$ cat src/rtl/time_edit_ctrl.sv
// Time-setting front end: synchronizes and debounces the edit buttons, produces
// single-cycle up/down pulses with auto-repeat, and tracks the field being edited.
module time_edit_ctrl #(
  parameter int unsigned DEBOUNCE_CYCLES = 1_000_000,
  parameter int unsigned REPEAT_DELAY    = 50_000_000,
  parameter int unsigned REPEAT_PERIOD   = 10_000_000
) (
  input  logic       clk,
  input  logic       reset,
  input  logic       btn_up,
  input  logic       btn_down,
  input  logic       btn_left,
  input  logic       btn_right,
  input  logic       edit_mode,
  output logic       aum,
  output logic       dism,
  output logic [2:0] en,
  output logic [1:0] field_sel
);

  localparam int unsigned CntW   = (DEBOUNCE_CYCLES > 1) ? $clog2(DEBOUNCE_CYCLES) : 1;
  localparam int unsigned TmrMax = (REPEAT_DELAY > REPEAT_PERIOD) ? REPEAT_DELAY : REPEAT_PERIOD;
  localparam int unsigned TmrW   = (TmrMax > 1) ? $clog2(TmrMax) : 1;

  localparam logic [CntW-1:0] CntLast    = CntW'(DEBOUNCE_CYCLES - 1);
  localparam logic [TmrW-1:0] DelayLoad  = TmrW'(REPEAT_DELAY - 1);
  localparam logic [TmrW-1:0] PeriodLoad = TmrW'(REPEAT_PERIOD - 1);

  localparam int unsigned BUp    = 0;
  localparam int unsigned BDown  = 1;
  localparam int unsigned BLeft  = 2;
  localparam int unsigned BRight = 3;

  typedef enum logic [1:0] {StIdle, StDelay, StRepeat} state_e;

  logic [3:0]      raw;
  logic [3:0]      sync1;
  logic [3:0]      sync2;
  logic [3:0]      stable;
  logic [3:0]      stable_prev;
  logic [3:0]      armed;
  logic [3:0]      press;
  logic [CntW-1:0] cnt [4];
  logic            edit_s1;
  logic            edit_s2;
  logic [1:0]      fill;

  state_e          state;
  logic            dir_up;
  logic [TmrW-1:0] timer;
  logic            act_stable;

  assign raw        = {btn_right, btn_left, btn_down, btn_up};
  // A button held through reset must be seen released before its rise counts as a press.
  assign press      = stable & ~stable_prev & armed;
  assign act_stable = dir_up ? stable[BUp] : stable[BDown];

  always_ff @(posedge clk) begin
    if (reset) begin
      sync1       <= '0;
      sync2       <= '0;
      stable      <= '0;
      stable_prev <= '0;
      armed       <= '0;
      edit_s1     <= 1'b0;
      edit_s2     <= 1'b0;
      fill        <= '0;
      for (int i = 0; i < 4; i++) cnt[i] <= '0;
    end else begin
      sync1       <= raw;
      sync2       <= sync1;
      edit_s1     <= edit_mode;
      edit_s2     <= edit_s1;
      stable_prev <= stable;
      // sync2 only reflects the real pins once the pipeline has refilled after reset
      if (fill != 2'd2) fill <= fill + 2'd1;
      if (fill == 2'd2) armed <= armed | ~sync2;
      for (int i = 0; i < 4; i++) begin
        if (sync2[i] == stable[i]) begin
          cnt[i] <= '0;
        end else if (cnt[i] == CntLast) begin
          stable[i] <= sync2[i];
          cnt[i]    <= '0;
        end else begin
          cnt[i] <= cnt[i] + CntW'(1);
        end
      end
    end
  end

  always_ff @(posedge clk) begin
    if (reset) begin
      state  <= StIdle;
      dir_up <= 1'b0;
      timer  <= '0;
      aum    <= 1'b0;
      dism   <= 1'b0;
    end else begin
      aum  <= 1'b0;
      dism <= 1'b0;
      if (!edit_s2 || (stable[BUp] && stable[BDown])) begin
        state <= StIdle;
      end else begin
        case (state)
          StIdle: begin
            if (press[BUp] || press[BDown]) begin
              dir_up <= press[BUp];
              aum    <= press[BUp];
              dism   <= ~press[BUp];
              state  <= StDelay;
              timer  <= DelayLoad;
            end
          end
          StDelay, StRepeat: begin
            if (!act_stable) begin
              state <= StIdle;
            end else if (timer == '0) begin
              aum   <= dir_up;
              dism  <= ~dir_up;
              state <= StRepeat;
              timer <= PeriodLoad;
            end else begin
              timer <= timer - TmrW'(1);
            end
          end
          default: state <= StIdle;
        endcase
      end
    end
  end

  always_ff @(posedge clk) begin
    if (reset) begin
      field_sel <= 2'd0;
      en        <= 3'b000;
    end else begin
      en <= {edit_s2 && (field_sel == 2'd2),
             edit_s2 && (field_sel == 2'd1),
             edit_s2 && (field_sel == 2'd0)};
      if (edit_s2 && (press[BRight] ^ press[BLeft])) begin
        if (press[BRight]) field_sel <= (field_sel == 2'd2) ? 2'd0 : field_sel + 2'd1;
        else               field_sel <= (field_sel == 2'd0) ? 2'd2 : field_sel - 2'd1;
      end
    end
  end

endmodule
$ cat config.mk
export PLATFORM = sky130hd
export DESIGN_NAME = time_edit_ctrl
export DESIGN_NICKNAME = d
export VERILOG_FILES = /design/src/rtl/time_edit_ctrl.sv
export SDC_FILE = /design/constraint.sdc
export NUM_CORES = 1
export LEC_CHECK = 0
export BUFFER_PORTS_ARGS = -buffer_cell sky130_fd_sc_hd__buf_4
export CORE_MARGIN = 2
export CORE_UTILIZATION = 50
export CTS_BUF_LIST = sky130_fd_sc_hd__clkbuf_4
export CTS_CLUSTER_SIZE = 8
export DETAILED_ROUTE_END_ITERATION = 12
export PLACE_DENSITY_LB_ADDON = 0.12
export SETUP_SLACK_MARGIN = 0.2
export SKIP_LAST_GASP = 1
export SYNTH_ARGS = -nofsm -noshare
export SYNTH_HDL_FRONTEND = slang
export SYNTH_SLANG_ARGS = --single-unit
$ cat constraint.sdc
create_clock -name clk -period 2.8 [get_ports clk]
set_input_delay 0.42 -clock clk [delete_from_list [all_inputs] [get_ports clk]]
set_output_delay 0.42 -clock clk [all_outputs]
set_load 0.01 [all_outputs]
==> results.json, run 1 <==
{
  "grt_start_max_net_pins": 32,
  "tritoncts": "yes",
  "worst-r2r-setup-slack_ns": 0.43,
  "relSlewSlack": 0.4299,
  "post_synth_instance_area_um2": 7232,
  "die-area_um2": 15440,
  "critPathMaxFanout": 6,
  "synthArstFlopShare": 0,
  "number_of_routed_nets_with_antenna_violations": 0,
  "track_usage": 0.1875,
  "core_area_um2": 13990,
  "arrival_ns": 2.85,
  "power.static_leakage_nw": 3.021,
  "setup_viol": 0,
  "clock-skew-final_ns": 0.01550,
  "initial_utilization": 0.5170,
  "tns_ns": 0,
  "worst_ep_required_time_ns": 3.28,
  "cts_setup_buffers": 0,
  "post_drt_via_cell_ratio": 5.356,
  "worst_slew_pin_slew_ns": 0.8473,
  "final-max-slew-violation-count": 0,
  "final_layout_size_suffix_gt1_frac": 0.08000,
  "holdCritPathClass": "input port to flop",
  "critPathLaunchType": "flop",
  "finalWirelength_um": 13940,
  "via_count_of_the_first_global_routing_pass": 5331,
  "grt_overflow": 0,
  "hold_viol_final": 0,
  "fp-row-count": 43,
  "chipWidth_um": 124.3,
  "synth-edff-count": 80,
  "clock-sinks": 140,
  "power.density_nw_per_um2": 512.9,
  "gpl.final_weighted_congestion": 0.8129,
  "ctsHtreeMaxLevel": 4,
  "nNetsFinal": 859,
  "drt_first_iter_violations": 385,
  "clk_pin_slew_ns": 0.12,
  "ys_ff_latch": 140,
  "multiInputGateArea_um2": 3681,
  "vias": 5517,
  "post-route-min-period_ns": 2.370,
  "hpwlAfterDp_um": 9623,
  "fmaxAchievable_ghz": 0.4219,
  "count_of_input_and_output_buffers": 13,
  "critical_path_class": "flop to flop",
  "ys_warn_count": 0,
  "holdWs_ns": 0.08572,
  "cts_buffer_count": 17,
  "clkLatencyLatePin_ns": 0.54,
  "distinct_cell_type_count_after_synthesis": 59,
  "portion_of_the_clock_cycle_consumed_by_the_worst_path_in_the_final_layout": 0.8465,
  "dieHeight_um": 124.3,
  "clock_tree.buffer_depth": 2,
  "grt_setup_unrepaired": "no",
  "power.ir.vdd_worst_mv": 0.3428,
  "syn2layout_area_growth_pct": 12.99,
  "io_pins": 14,
  "area.sequential_um2": 3603,
  "synth_top_flop_cell": "edfxtp_1",
  "ctsRootBufferMaster": "clkbuf_4",
  "type_of_element_capturing_the_critical_path": "flop",
  "drc": 0,
  "max_cap_viol_count": 0,
  "grt_pass1_wl_um": 24160,
  "drt_pass1_iterations": 5,
  "synth.yosys.seq_area_share": 0.4983,
  "initial_antenna_violation_count": 0,
  "synth_cells": 746,
  "cts_resized": 0,
  "antenna_cell_count": 0,
  "holdBufCountCts": 0,
  "run_status": "completed",
  "fillerInstances": 1264,
  "synthesis.area_per_instance_um2": 9.694,
  "avgRoutedWirePerCell_um": 13.54
}
==> layout make-up <==
type / count / share of cell area
flip-flops and latches: 140 / 0.4410
clock buffers: 20 / 0.01837
multi-input cells: 623 / 0.4505
clock inverters: 12 / 0.02634
inverters: 31 / 0.01424
well taps: 180 / 0.02756
repair buffers: 24 / 0.02205
==> cell families (layout without fill, tap and decap cells) <==
| group | after synthesis | in the layout | synth area share |
|---|---|---|---|
| buffers and inverters | 62 | 87 | 0.03374 |
| multiplexers | 8 | 8 | 0.01107 |
| adder cells (fa/ha/maj) | 15 | 15 | 0.02595 |
| flip-flops | 140 | 140 | 0.4983 |
| AND/OR/NAND/NOR | 375 | 375 | 0.2689 |
| XOR/XNOR | 82 | 82 | 0.09931 |
| other | 1 | 80 | 0.0005185 |
| AO/OA/AOI/OAI | 63 | 63 | 0.06228 |
==> report_power, final <==
| part | switching (W) | internal [W] | total, W |
|---|---|---|---|
| logic | 0.000122 | 0.0000897 | 0.000212 |
| registers | 0.0000776 | 0.00226 | 0.00234 |
| clock network | 0.000726 | 0.000916 | 0.00164 |
| total | 0.000926 | 0.00327 | 0.00419 |
==> registers in the layout (all words and copies together), names as in the netlist <==
name and cells:
cnt 80, fill 2, state 2, edit_s2 1
stable 4, sync2 4, timer 26, dir_up 1
aum 1, edit_s1 1, dism 1, field_sel 2
en 3, sync1 4, armed 4, stable_prev 4
==> worst max-delay path, cell delays in order, from the launching register on <==
cell     delay (ns)
dfxtp_1        0.37
inv_1          0.10
ha_1           0.23
or3b_2         0.53
nor4_4         0.32
nand3_1        0.17
or4_1          0.44
a21oi_1        0.16
==> metrics by stage <==
| stage | power (W) | worst slack, ns | cell area [um2] | utilization | cells |
|---|---|---|---|---|---|
| final | 0.004191 | 0.4299 | 8172 | 0.5842 | 1030 |
| after global routing | 0.004371 | 0.2935 | 8172 | 0.5842 | 1030 |
| after CTS | 0.004241 | 0.4705 | 8172 | 0.5842 | 1030 |
| after detailed placement | 0.002592 | 0.5078 | 7806 | 0.5581 | 998 |
| after global placement | 0.002577 | 0.6001 | 7806 | 0.5581 | 998 |
| after floorplan | 0.002530 | 0.6479 | 7528 | - | 825 |
==> metal layers <==
metal	vias to the layer above	share of wire	GRT usage
li1	2778	-	-
met1	2600	0.47	0.2389
met2	111	0.47	0.3044
met3	28	0.043	0.04983
met4	0	0.016	0.07469
met5	-	0	0
==> worst paths after layout <==
path                                       startpoint                endpoint  depth (start not counted)
worst max-delay path            timer[0]$_SDFFE_PP0P_  timer[18]$_SDFFE_PP0P_                          7
worst min-delay path                        edit_mode      edit_s1$_SDFF_PP0_                          2
worst max register to register  timer[0]$_SDFFE_PP0P_  timer[18]$_SDFFE_PP0P_                          7
worst min register to register    sync1[1]$_SDFF_PP0_     sync2[1]$_SDFF_PP0_                          1
==> placed cells by master, fill, tap and decap left out, types with 4 or more instances in the layout <==
master,count
clkbuf_4,20
nand2_1,42
buf_4,24
mux2i_1,8
a221oi_1,4
a31oi_1,4
edfxtp_1,80
xor2_1,59
or3_1,6
nor2_1,131
a211oi_1,5
inv_1,31
nor2b_1,16
conb_1,80
nand4_1,32
and2_1,10
and3_1,18
nor4b_1,6
ha_1,15
bufinv_16,6
nor4_1,19
nand3b_1,6
nand3_1,42
a21oi_1,16
xnor2_1,23
and4_1,9
nor3_1,17
o21ai_0,6
or4_1,6
dfxtp_1,60
==> cell usage after synthesis, drive strengths merged, types with 3 or more instances <==
library cell  number  area [um2]
a21oi             16       80.08
nor3b              3       22.52
a221oi             4       35.03
dfxtp             60        1201
a31oi              4       25.02
a211oi             6       50.05
nor3              18       101.4
xnor2             23       201.4
xor2              59       516.8
edfxtp            80        2402
o21ai              7       35.03
nor2             131       491.7
buf               11       52.55
inv               31       116.4
nand2             42       157.7
o211ai             3       22.52
or4                7       56.30
nand4             32       200.2
and3              18       112.6
nor2b             16       100.1
or3                6       37.54
and4               9       78.83
and2              10       62.56
nor4              20       140.1
clkbuf            20       75.07
mux2i              8       80.08
nand3b             6       45.04
nor4b              6       52.55
o311ai             3       26.28
o41ai              3       26.28
nand3             42       210.2
o21a               3       22.52
ha                15       187.7
Power figures use the tool's default switching activity.
==> inputs of run 2 (changes only) <==
ABC_AREA = 1   (was default)
clock period = 2.4 ns   (was 2.8 ns; I/O delays follow)
==> run 2 against run 1 <==
  * Worst hold slack gained 0.20 ns
  * Utilization is 0.98 points lower
  * Setup slack lost 0.015 ns
  * Synthesized cell count increased by 42%
  * Sequential power increased by 16%
==> results.json, run 2 <==
{
  "initial_utilization": 0.5072,
  "clock_tree.buffer_depth": 2,
  "final_common_cell": "nand2_1",
  "setup_viol": 0,
  "critical_path_class": "flop to flop",
  "fillerInstances": 1533,
  "max_cap_viol_count": 0,
  "worst-r2r-cell-count": 7,
  "critPathLaunchType": "flop",
  "power_frac_clock": 0.379,
  "dieHeight_um": 130.5,
  "cts_resized": 0,
  "biggestRegsByFlops": "cnt (80), timer (26)",
  "clock-sinks": 140,
  "avgRoutedWirePerCell_um": 11.81,
  "grt_setup_unrepaired": "no",
  "synth.yosys.seq_area_share": 0.4505,
  "drc": 0,
  "pwr-share-comb": 0.055,
  "most_frequent_cells_after_synthesis": "229 x nand2_1, 174 x nor2_1, 137 x inv_1",
  "synth_top_cell_area_share": 0.3003,
  "hold_viol_final": 0,
  "relSlewSlack": 0.6266,
  "final_layout_size_suffix_gt1_frac": 0.08199,
  "clock-skew-final_ns": 0.02267,
  "grt_pass1_wl_um": 28430,
  "drt_pass1_iterations": 5,
  "max_ffs_per_register": 80,
  "worstReg2RegStart": "cnt[0][0]$_SDFFCE_PN0P_",
  "post-route-min-period_ns": 1.985,
  "power.share.switching": 0.2390,
  "worst_ep_required_time_ns": 2.70,
  "cts_buffer_count": 17,
  "chipWidth_um": 130.5,
  "min_path_cells": 4,
  "power.density_nw_per_um2": 529.9,
  "die-area_um2": 17030,
  "gpl.final_weighted_congestion": 0.9438,
  "portion_of_the_clock_cycle_consumed_by_the_worst_path_in_the_final_layout": 0.8270,
  "ys_ff_latch": 140,
  "hold_path_end": "stable[2]$_SDFFE_PP0N_",
  "synth_cells": 1058,
  "power.ir.vdd_worst_mv": 0.3075,
  "critPathMaxFanout": 20,
  "hold_path_startpoint": "reset",
  "fp-row-count": 46,
  "post_synth_instance_area_um2": 7999,
  "power.static_leakage_nw": 3.886,
  "layoutNonFillerInstCount": 1399,
  "distinct_cell_type_count_after_synthesis": 38,
  "antenna_cell_count": 0,
  "synthArstFlopShare": 0,
  "fmaxAchievable_ghz": 0.5038,
  "worst_slew_pin_slew_ns": 0.5549,
  "vias": 6817,
  "ctsRootBufferMaster": "clkbuf_4",
  "grt_start_max_net_pins": 32,
  "post-place-ws_ns": 0.3960,
  "track_usage": 0.2084,
  "initial_antenna_violation_count": 0,
  "dpl.cell_count": 1359,
  "synth.area.top_cells": "edfxtp_1 30%, dfxtp_1 15%, nand2_1 11%",
  "number_of_routed_nets_with_antenna_violations": 0,
  "p_seq_frac": 0.566,
  "type_of_element_capturing_the_critical_path": "flop",
  "worstReg2RegEnd": "cnt[0][13]$_SDFFCE_PN0P_",
  "run_status": "completed",
  "synth_top_flop_cell": "edfxtp_1",
  "timing.final.ws_setup_ns": 0.4153,
  "nNetsFinal": 1192,
  "ctsHtreeMaxLevel": 4,
  "yosysTopAreaCell": "edfxtp_1",
  "via_count_of_the_first_global_routing_pass": 6273,
  "count_of_input_and_output_buffers": 13,
  "clkLatencyLatePin_ns": 0.56,
  "tns_ns": 0,
  "post_drt_via_cell_ratio": 4.873,
  "clk_pin_slew_ns": 0.12,
  "layout.cells.most_common_list": "229 x nand2_1, 174 x nor2_1, 137 x inv_1",
  "grt_overflow": 0,
  "most_flop_heavy_register": "cnt",
  "post-synth-top-count-cell": "nand2_1",
  "synth-edff-count": 80,
  "hpwlAfterDp_um": 12280,
  "worst-r2r-setup-slack_ns": 0.42,
  "io_pins": 14,
  "ys_warn_count": 0,
  "total_switching_power_w": 0.001147,
  "finalWirelength_um": 16520,
  "core_area_um2": 15770,
  "final-max-slew-violation-count": 0,
  "final_core_utilization": 0.5743,
  "synthesis.area_per_instance_um2": 7.560,
  "syn2layout_area_growth_pct": 13.23,
  "holdCritPathClass": "input port to flop",
  "tritoncts": "yes",
  "internal_power_w": 0.003653,
  "drt_first_iter_violations": 449,
  "arrival_ns": 2.29
}
==> run 2: cell count changes in the layout (fill, tap and decap cells not counted), moves of 15 or more <==
cell | previous run | this run
nor4_1 | 19 | 2
xnor2_1 | 23 | 8
inv_1 | 31 | 137
nand2_1 | 42 | 229
a21oi_1 | 16 | 60
nor3_1 | 17 | 44
xor2_1 | 59 | 24
nor2_1 | 131 | 174
and3_1 | 18 | 0
nand3_1 | 42 | 77
o21ai_0 | 6 | 24
nor2b_1 | 16 | 0
==> run 2: logic make-up (layout without fill, tap and decap cells) <==
kind of cell,after synthesis,in the layout,synth area share
xor+xnor,32,32,0.03504
other cells,1,80,0.0004688
fa+ha+maj,15,15,0.02346
compound gates,94,94,0.06116
buf+inv,157,203,0.07962
simple gates,619,619,0.3498
flops,140,140,0.4505
==> run 2: layout make-up <==
type	instances	area, um2	area share
tap	216	270.3	0.02984
multi-input combinational	840	4055	0.4477
timing repair buffer	33	260.3	0.02873
clock inverter	15	222.7	0.02459
sequential	140	3603	0.3978
inverter	138	518.0	0.05719
clock buffer	17	127.6	0.01409
==> run 2: worst max-delay path: stages (launching register included) <==
cell	delay [ns]
edfxtp_1	0.45
ha_1	0.26
nand3_1	0.17
nor3_1	0.26
nand4_1	0.19
nand2_1	0.10
buf_4	0.24
nor2_1	0.07
==> run 2: metrics by stage <==
stage	hold WS [ns]	power, W	instance area (um2)
2_1_floorplan	0.3883	0.002942	8295
6_report	0.2819	0.004800	9057
4_1_cts	0.2537	0.004863	9035
3_5_place_dp	0.3968	0.003022	8635
5_1_grt	0.2856	0.005017	9057
3_3_place_gp	0.3936	0.003018	8635
==> run 2: power by group through the flow <==
stage / clock network (W) / logic, W / registers, W
2_1_floorplan: 0 / 0.000196 / 0.00275
3_3_place_gp: 0 / 0.000249 / 0.00277
3_5_place_dp: 0 / 0.000251 / 0.00277
4_1_cts: 0.00189 / 0.000259 / 0.00272
5_1_grt: 0.00198 / 0.000311 / 0.00273
6_report: 0.00182 / 0.000263 / 0.00272
==> run 2: layer usage <==
metal / vias to the layer above / global-route usage / share of wire / wire (um)
met5: - / 0 / 0 / 0
met3: 22 / 0.04072 / 0.034 / 558
met4: 0 / 0.06696 / 0.015 / 241
met1: 3077 / 0.2699 / 0.48 / 7987
met2: 107 / 0.3529 / 0.47 / 7730
li1: 3611 / - / - / -
==> run 2: worst max path at each step <==
stage | from | to | slack [ns] | depth (start not counted)
2_1_floorplan | cnt[0][0]$_SDFFCE_PN0P_ | cnt[0][16]$_SDFFCE_PN0P_ | 0.70 | 7
3_3_place_gp | cnt[0][0]$_SDFFCE_PN0P_ | cnt[0][13]$_SDFFCE_PN0P_ | 0.50 | 7
3_5_place_dp | cnt[0][0]$_SDFFCE_PN0P_ | cnt[0][15]$_SDFFCE_PN0P_ | 0.40 | 7
4_1_cts | cnt[0][0]$_SDFFCE_PN0P_ | cnt[0][16]$_SDFFCE_PN0P_ | 0.35 | 7
5_1_grt | cnt[0][0]$_SDFFCE_PN0P_ | cnt[0][16]$_SDFFCE_PN0P_ | 0.23 | 7
6_report | cnt[0][0]$_SDFFCE_PN0P_ | cnt[0][13]$_SDFFCE_PN0P_ | 0.42 | 7
==> run 2: repair_timing <==
| action | 4_1_cts | 5_1_grt |
|---|---|---|
| endpoints found under the hold margin | 5 | 0 |
| setup buffers | 0 | 3 |
| setup endpoints to repair | 0 | 9 |
| hold buffers | 5 | 0 |
